`config.mk`:
```
export PLATFORM = sky130hd
export DESIGN_NAME = o_feature_store
export DESIGN_NICKNAME = d
export VERILOG_FILES = /design/src/rtl/o_feature_store.sv
export SDC_FILE = /design/constraint.sdc
export NUM_CORES = 1
export LEC_CHECK = 0
export ABC_AREA = 1
export CORE_ASPECT_RATIO = 2
export CORE_MARGIN = 2
export CORE_UTILIZATION = 53
export DETAILED_ROUTE_END_ITERATION = 8
export HOLD_SLACK_MARGIN = 0.02
export PLACE_DENSITY = 0.95
export SLEW_MARGIN = 40
export SYNTH_ARGS = -nofsm -noshare
export SYNTH_HDL_FRONTEND = slang
export SYNTH_SLANG_ARGS = --single-unit
```
`constraint.sdc`:
```
create_clock -name clk -period 3.5 [get_ports clk]
set_input_delay 0.525 -clock clk [delete_from_list [all_inputs] [get_ports clk]]
set_output_delay 0.525 -clock clk [all_outputs]
set_load 0.1 [all_outputs]
```
`src/rtl/o_feature_store.sv`:
```
// o_feature_store: streams lines from an on-chip output feature bank to consecutive external addresses.
// The output register plus one skid entry absorb sink backpressure without losing returning read data.
module o_feature_store #(
    parameter int DATA_BUS_WIDTH = 128,
    parameter int EXT_ADDR_WIDTH = 16,
    parameter int MEM_ADDR_WIDTH = 8,
    parameter int COUNT_WIDTH    = 8
) (
    input  logic                      clk,
    input  logic                      rst,
    input  logic                      store_enable,
    input  logic [MEM_ADDR_WIDTH-1:0] src_addr,
    input  logic [EXT_ADDR_WIDTH-1:0] dst_addr,
    input  logic                      mem_sel,
    input  logic [COUNT_WIDTH-1:0]    store_count,
    output logic                      busy,
    output logic                      store_done,
    output logic                      mem_rd_en,
    output logic [MEM_ADDR_WIDTH-1:0] mem_rd_addr,
    output logic                      mem_rd_sel,
    input  logic [DATA_BUS_WIDTH-1:0] mem_rd_data,
    output logic [DATA_BUS_WIDTH-1:0] o_data_bus_port,
    output logic [EXT_ADDR_WIDTH-1:0] o_feature_addr,
    output logic                      o_feature_wr_en,
    input  logic                      o_bus_ready
);
    typedef enum logic [1:0] {IDLE, STREAM, DONE} state_t;
    state_t                    state_q, state_d;
    logic [MEM_ADDR_WIDTH-1:0] rd_addr_q;
    logic                      sel_q;
    logic [COUNT_WIDTH-1:0]    rd_left_q, wr_left_q;
    logic [EXT_ADDR_WIDTH-1:0] addr_q, next_addr_q;
    logic [DATA_BUS_WIDTH-1:0] data_q, skid_q;
    logic                      out_v_q, skid_v_q, infl_q;
    logic                      accept, rd_en, out_load, start;
    logic [1:0]                occ;
    always_comb begin
        start    = state_q == IDLE && store_enable;
        accept   = out_v_q && o_bus_ready;
        occ      = {1'b0, out_v_q} + {1'b0, skid_v_q} + {1'b0, infl_q};
        // A full pipe may still issue when the head beat leaves this cycle
        rd_en    = state_q == STREAM && rd_left_q != '0 && (occ <= 2'd1 || (occ == 2'd2 && accept));
        out_load = (!out_v_q || accept) && (skid_v_q || infl_q);
        state_d  = start ? (store_count == '0 ? DONE : STREAM)
                 : (state_q == STREAM && accept && wr_left_q == COUNT_WIDTH'(1)) ? DONE
                 : state_q == DONE ? IDLE : state_q;
    end
    always_ff @(posedge clk) begin
        if (rst) begin
            state_q     <= IDLE;
            rd_addr_q   <= '0;
            sel_q       <= 1'b0;
            rd_left_q   <= '0;
            wr_left_q   <= '0;
            addr_q      <= '0;
            next_addr_q <= '0;
            data_q      <= '0;
            skid_q      <= '0;
            out_v_q     <= 1'b0;
            skid_v_q    <= 1'b0;
            infl_q      <= 1'b0;
        end else begin
            state_q <= state_d;
            if (start) begin
                rd_addr_q   <= src_addr;
                sel_q       <= mem_sel;
                rd_left_q   <= store_count;
                wr_left_q   <= store_count;
                next_addr_q <= dst_addr;
            end
            if (rd_en) begin
                rd_addr_q <= rd_addr_q + MEM_ADDR_WIDTH'(1);
                rd_left_q <= rd_left_q - COUNT_WIDTH'(1);
            end
            infl_q <= rd_en;
            if (accept) wr_left_q <= wr_left_q - COUNT_WIDTH'(1);
            if (out_load) begin
                data_q      <= skid_v_q ? skid_q : mem_rd_data;
                addr_q      <= next_addr_q;
                next_addr_q <= next_addr_q + EXT_ADDR_WIDTH'(1);
            end
            out_v_q <= out_load || (out_v_q && !accept);
            if (infl_q && (skid_v_q || !out_load)) skid_q <= mem_rd_data;
            skid_v_q <= infl_q ? (skid_v_q || !out_load) : (skid_v_q && !out_load);
        end
    end
    assign busy            = state_q != IDLE;
    assign store_done      = state_q == DONE;
    assign mem_rd_en       = rd_en;
    assign mem_rd_addr     = rd_addr_q;
    assign mem_rd_sel      = sel_q;
    assign o_data_bus_port = data_q;
    assign o_feature_addr  = addr_q;
    assign o_feature_wr_en = out_v_q;
endmodule

```
==> results of run 1 <==
power by group:
part           total [W]  switching (W)  internal (W)
combinational    0.00220        0.00169      0.000512
sequential       0.00398       0.000161       0.00382
clock            0.00303        0.00133       0.00170
metal layers:
metal	routed length [um]	GRT usage [%]
met4	3180	22.2
met2	20400	51.4
met1	14300	32.7
met5	0	0
met3	2980	7.03
logic make-up after synthesis:
logic type,count (synthesis),synth area share [%]
fa+ha+maj,7,0.726
flops,318,48.6
buf+inv,194,6.32
xor+xnor,6,0.401
simple gates,794,23.8
compound gates,488,20.2
cell type report:
cell class	instances	area (sq um)	share of cell area, %
Multi-Input combinational cell	1295	5910	35.9
Sequential cell	318	6370	38.6
Tap cell	290	363	2.20
Clock buffer	39	781	4.74
Inverter	58	235	1.43
Clock inverter	9	101	0.615
Antenna cell	5	12.5	0.0759
Timing Repair Buffer	343	2710	16.4
state kept, by name, indices dropped and copies added, names as in the netlist:
signal and flops:
infl_q 1, mem_rd_addr 8, mem_rd_sel 1, next_addr_q 16, o_data_bus_port 128, o_feature_addr 16
o_feature_wr_en 1, rd_left_q 8, skid_q 128, skid_v_q 1, state_q 2, wr_left_q 8
worst max-delay path, cell delays in order, from the launching register on:
cell	delay [ps]
sky130_fd_sc_hd__dfxtp_1	360
sky130_fd_sc_hd__fa_1	480
sky130_fd_sc_hd__inv_1	80
sky130_fd_sc_hd__nand3_1	80
sky130_fd_sc_hd__nand2_1	70
sky130_fd_sc_hd__nand2_1	70
sky130_fd_sc_hd__nor2_1	250
sky130_fd_sc_hd__buf_12	220
cell usage in the layout (no fill, tap or decap), types with 2 or more instances in the layout:
cell type	Yosys	final
sky130_fd_sc_hd__a21oi_1	38	38
sky130_fd_sc_hd__a31oi_1	137	137
sky130_fd_sc_hd__buf_12	0	9
sky130_fd_sc_hd__buf_2	73	156
sky130_fd_sc_hd__buf_4	2	14
sky130_fd_sc_hd__bufinv_16	0	2
sky130_fd_sc_hd__clkbuf_1	61	6
sky130_fd_sc_hd__clkbuf_16	0	27
sky130_fd_sc_hd__clkbuf_8	0	6
sky130_fd_sc_hd__clkdlybuf4s50_1	0	164
sky130_fd_sc_hd__clkinv_2	0	5
sky130_fd_sc_hd__dfxtp_1	318	317
sky130_fd_sc_hd__diode_2	0	5
sky130_fd_sc_hd__ha_1	6	6
sky130_fd_sc_hd__inv_1	54	53
sky130_fd_sc_hd__inv_4	0	2
sky130_fd_sc_hd__inv_6	0	2
sky130_fd_sc_hd__nand2_1	379	378
sky130_fd_sc_hd__nand2_2	2	3
sky130_fd_sc_hd__nand3_1	56	56
sky130_fd_sc_hd__nand3b_1	4	4
sky130_fd_sc_hd__nand4_1	8	8
sky130_fd_sc_hd__nor2_1	332	332
sky130_fd_sc_hd__nor3_1	10	10
sky130_fd_sc_hd__o21ai_0	202	202
sky130_fd_sc_hd__o21ai_1	100	100
sky130_fd_sc_hd__o21bai_1	3	3
sky130_fd_sc_hd__o22ai_1	2	2
sky130_fd_sc_hd__xnor2_1	5	5
how the worst max path moves through the flow:
stage                                from    endpoint  slack [ps]
after floorplan           o_feature_wr_en   mem_rd_en         560
after global placement        o_bus_ready  skid_q[49]         710
after detailed placement      o_bus_ready  skid_q[47]         640
after CTS                        skid_v_q   mem_rd_en         830
after global routing      o_feature_wr_en   mem_rd_en         720
final                     o_feature_wr_en   mem_rd_en         830
metrics by stage:
step	power (W)	cell area (sq um)	instances	setup WS (ps)	hold WS, ps
after global placement	0.00634	16300	2303	713	417
after detailed placement	0.00624	15600	2304	639	428
after CTS	0.00922	16500	2352	829	435
after floorplan	0.00567	13100	1807	559	406
final	0.00921	16500	2357	831	441
after global routing	0.00951	16500	2355	725	463
==> metrics.txt, run 1 <==
count of filler cells inserted in the layout=between 1.5k and 2k; most frequent cell after synthesis=sky130_fd_sc_hd__nand2_1; WS Path Type=flop to primary output; Gate Count Post-Synth=between 1.5k and 2k; Tightest Pin Transition=826 ps; clock edge transition at the registers on the reported setup and hold paths=approximately 70 ps; number of vias per cell=roughly 5.8; Skew-Pair Late Insertion Delay=540 ps; area growth from synthesis to final layout=25.9%; post-CTS setup buffer count=0; clock tree from TritonCTS=yes; setup repair after global routing missed its margin=no; endpoint of the worst-slack reg-to-reg timing path=next_addr_q[15]; final wirelength=a little over 40 mm; num ports=about 320; Min Clock Period, post-route=2670 ps; setup slack of the worst register-to-register path=around 1100 ps; launch point of the worst reg-to-reg path=skid_v_q; maximum net fanout on the critical path=5; Final Max Slew Viols=0; nature of the critical path startpoint=flop; Static Leakage=approximately 7.4 nW; library cell used as clock root buffer=sky130_fd_sc_hd__clkbuf_16; most common library cells after synthesis=sky130_fd_sc_hd__nand2_1 (379), sky130_fd_sc_hd__nor2_1 (332), sky130_fd_sc_hd__dfxtp_1 (318), sky130_fd_sc_hd__o21ai_0 (202), sky130_fd_sc_hd__a31oi_1 (137); Final TNS setup=0 ps; flops & latches, synth=approximately 320; number of antenna violations at the first check in global routing=4; global-route wire length before repair=between 60 and 70 mm; all-layer global routing usage=roughly 30%; number of design rule violations left after detail routing=0; final standard cell utilization of the core=between 60% and 70%; initial detailed-routing violation count=between 1k and 1.5k; number of port buffers=between 300 and 400; Final ANT Viol Nets=0; number of H-tree levels=1; initial core utilization=between 50% and 60%; number of nets at the end of the flow=2215; area of the core region=24300 sq um; hold wc startpoint=rd_left_q[0]; leading post-synthesis cells by cell area=sky130_fd_sc_hd__dfxtp_1 (49%), sky130_fd_sc_hd__nand2_1 (11%), sky130_fd_sc_hd__nor2_1 (9.5%); cell area power density=between 500 and 600 nW/um^2; Synth warnings=0; clock sink total=318; number of enable-type register cells in the synthesized netlist=0; largest net degree at the start of global routing=97; Critical Path Sink Type=primary output; floorplan die width=115 um; clock skew=9.28 ps; clock buffer count from CTS=27; area of the mapped netlist=about 13000 sq um; post-cts resize count=0; most frequently used flop master after synthesis=sky130_fd_sc_hd__dfxtp_1; Die Y-Extent=between 200 and 250 um; required time of the critical path=about 3000 ps; worst hold endpoint=rd_left_q[0]; last weighted congestion value of the routability-driven placer=approximately 0.9; number of iterations in the first detailed-routing pass=6; class of the tightest hold or removal check=flop to flop; Final Hold Vio Count=0; number of buffers added to fix hold violations after cts=0; buffer levels on the longest clock path=3; outcome=finished, final reports clean; total number of vias=roughly 14k; mean cell area of the mapped netlist=roughly 7.2 sq um; Cells on Worst Hold Path=1; Post-Synthesis Net Count=approximately 2.0k; count of distinct cell types in the synthesized netlist=32; fraction of layout cells with a size suffix above 1=approximately 11%; Reg2Reg Depth=10; worst slew slack as a fraction of its limit=between 40% and 50%; die area=26100 sq um; setup violation total in the final timing report=0; maximum clock rate=~370 MHz; via count of the first global-routing pass=roughly 13k; HPWL Detailed=about 27 mm; reported max-cap violation count=0; fraction of synthesized cell area taken by the top area cell type=48.6%; post-synthesis sequential area ratio=48.6%; largest vdd supply drop=0.476 mV; average routed wire per standard cell=about 17 um; row count=between 80 and 90; Tcrit/Tclk final=76.2%; overflow left after global routing=0; share of synthesized flip-flops with an asynchronous set or reset=0%; leading area contributor after synthesis=sky130_fd_sc_hd__dfxtp_1; data arrival time of the critical path=2140 ps
No activity file was read; power rests on OpenSTA's default activity.
==> run 2, diff against run 1 <==
--- a/config.mk
+++ b/config.mk
@@ -8,10 +8,10 @@
 export ABC_AREA = 1
 export CORE_ASPECT_RATIO = 2
 export CORE_MARGIN = 2
-export CORE_UTILIZATION = 53
+export CORE_UTILIZATION = 45
 export DETAILED_ROUTE_END_ITERATION = 8
 export HOLD_SLACK_MARGIN = 0.02
-export PLACE_DENSITY = 0.95
+export PLACE_DENSITY = 0.87
 export SLEW_MARGIN = 40
 export SYNTH_ARGS = -nofsm -noshare
 export SYNTH_HDL_FRONTEND = slang
==> constraint.sdc (replaced) <==
create_clock -name clk -period 2.4 [get_ports clk]
set_input_delay 0.36 -clock clk [delete_from_list [all_inputs] [get_ports clk]]
set_output_delay 0.36 -clock clk [all_outputs]
set_load 0.1 [all_outputs]
==> run 2 against run 1 <==
Against the previous run:
- the flow now finishes with violations (negative setup slack)
- global-route usage fell by 4.3 points
- flip-flop and latch count did not move
- combinational power rose by 54%
- largest cell class unchanged
- routed wire length rose by 3.2%
- setup slack got worse by 830 ps
- clock skew barely moved
- first-iteration DRC count fell by 24%
- clock-buffer cell count rose by 1
- via count fell by 0.70%
==> metrics.txt, run 2 (synthesized netlist as in run 1, its figures left out) <==
initial core utilization=between 40 and 50%; clock edge transition at the registers on the reported setup and hold paths=70 ps; die area=30600 sq um; area growth from synthesis to final layout=31.0%; largest net degree at the start of global routing=130; reported max-cap violation count=0; number of vias per cell=roughly 5.6; worst slew slack as a fraction of its limit=approximately 43%; Min Clock Period, post-route=around 2400 ps; Cells on Worst Hold Path=3; via count of the first global-routing pass=between 10k and 15k; clock sink total=318; Final Max Slew Viols=0; final setup slack of the worst path=-1.76 ps; Reg2Reg Depth=5; all-layer global routing usage=26.1%; Die Y-Extent=245 um; clock buffer count from CTS=27; number of H-tree levels=1; average routed wire per standard cell=17.3 um; Critical Path Max Stage Delay=roughly 480 ps; setup repair after global routing missed its margin=yes; area of the core region=between 20000 and 30000 sq um; most used cells in the layout excluding fill and tap cells=sky130_fd_sc_hd__nand2_1 (377), sky130_fd_sc_hd__nor2_1 (331), sky130_fd_sc_hd__dfxtp_1 (316); HPWL Detailed=roughly 28 mm; overflow left after global routing=0; fraction of layout cells with a size suffix above 1=12.0%; number of nets at the end of the flow=around 2.2k; setup slack of the worst register-to-register path=roughly 80 ps; final wirelength=about 42 mm; dpl ws=147 ps; launch point of the worst reg-to-reg path=skid_v_q; floorplan die width=about 120 um; library cell used as clock root buffer=sky130_fd_sc_hd__clkbuf_16; last weighted congestion value of the routability-driven placer=approximately 0.88; number of design rule violations left after detail routing=0; Tightest Pin Transition=between 800 and 900 ps; clock tree from TritonCTS=yes; nature of the critical path startpoint=flop; outcome=complete, but fails checks; worst-path cell with the longest stage delay=sky130_fd_sc_hd__fa_1; count of filler cells inserted in the layout=roughly 2.5k; buffer levels on the longest clock path=3; number of buffers added to fix hold violations after cts=0; cell area power density=roughly 800 nW/um^2; Skew-Pair Late Insertion Delay=roughly 550 ps; Tcrit/Tclk final=100%; total area of sequential cells=6370 sq um; Final Hold Vio Count=0; total number of vias=13.6k; hold wc startpoint=mem_rd_data[105]; global-route wire length before repair=roughly 66 mm; largest vdd supply drop=0.688 mV; num ports=322; endpoint of the worst-slack reg-to-reg timing path=o_data_bus_port[81]; clock skew=~8.9 ps; row count=about 90; multi-input gate area in the final layout=slightly below 6000 sq um; class of the tightest hold or removal check=input port to flop; number of antenna violations at the first check in global routing=1; number of port buffers=321; worst hold endpoint=o_data_bus_port[105]; failing checks=negative setup slack; number of iterations in the first detailed-routing pass=5; Final ANT Viol Nets=0; Static Leakage=about 7.5 nW; required time of the critical path=roughly 2000 ps; maximum net fanout on the critical path=3; sequence of cells on the critical path=fa_1, inv_1, nand3_2, nand2_2, nand2_2, nor2_4, buf_12; worst hold margin=about 400 ps; Critical Path Sink Type=primary output; maximum clock rate=around 420 MHz; initial detailed-routing violation count=a little under 900; data arrival time of the critical path=roughly 2000 ps; setup violation total in the final timing report=1; most common cell after layout, fill and taps aside=sky130_fd_sc_hd__nand2_1; most frequent cell on the critical path=sky130_fd_sc_hd__nand2_2; WS Path Type=flop to primary output
## run 2: cell types whose count changed in the layout (fill, tap and decap cells not counted), sizes merged
cell,previous run,this run
clkinv,5,6
clkbuf,39,40
clkinvlp,1,0
buf,179,190
bufinv,2,3
inv,59,58
diode,5,1
## run 2: power by group
part	internal (W)	total, W	switching (W)
sequential	0.00557	0.00581	0.000241
clock	0.00262	0.00460	0.00198
combinational	0.000898	0.00338	0.00248
## run 2: worst max path at each step
stage / from / endpoint / depth (start not counted) / slack, ps
after global placement: o_bus_ready / o_data_bus_port[53] / 8 / 230
final: skid_v_q / mem_rd_en / 7 / -2
after global routing: skid_v_q / mem_rd_en / 7 / -70
after floorplan: o_feature_wr_en / mem_rd_en / 7 / 20
after detailed placement: o_bus_ready / o_data_bus_port[48] / 8 / 150
after CTS: o_feature_wr_en / mem_rd_en / 7 / 20
## run 2: final cells by class
| class | instances | share of cell area (%) |
|---|---|---|
| timing repair buffer | 354 | 18.9 |
| inverter | 58 | 1.37 |
| multi-input combinational | 1295 | 34.6 |
| antenna | 1 | 0.0146 |
| clock buffer | 40 | 4.64 |
| tap | 360 | 2.63 |
| clock inverter | 9 | 0.722 |
| sequential | 318 | 37.2 |
## run 2: worst max-delay path, delay by kind of cell (launching register included)
family	cells	cell delay (ps)
and+or+nand+nor	4	380
buffers and inverters	2	270
adders and majority gates	1	480
DFF	1	350
## run 2: through the flow
stage	utilization [%]	setup TNS (ps)	instance area, sq um	total power (W)	instances
floorplan	-	0	13100	0.00827	1807
global placement	56.3	0	16200	0.00922	2381
detailed placement	56.3	0	16200	0.00927	2381
CTS	59.6	0	17100	0.0139	2432
global route	59.7	-68.5	17200	0.0142	2435
finish	59.7	-1.76	17200	0.0138	2435
## run 2: what timing repair did
action	CTS	global route
pin swaps	1	3
gates cloned	0	0
endpoints found under the setup margin	1	1
gates resized for setup	3	3
setup buffers	3	2
## run 2: metal layers
| layer | up-vias | track usage [%] | wire length [um] |
|---|---|---|---|
| met5 | - | 0 | 0 |
| met4 | 0 | 21.8 | 3880 |
| met3 | 184 | 3.57 | 2130 |
| met2 | 521 | 46.6 | 21600 |
| met1 | 6323 | 26.8 | 14500 |
| li1 | 6526 | - | - |
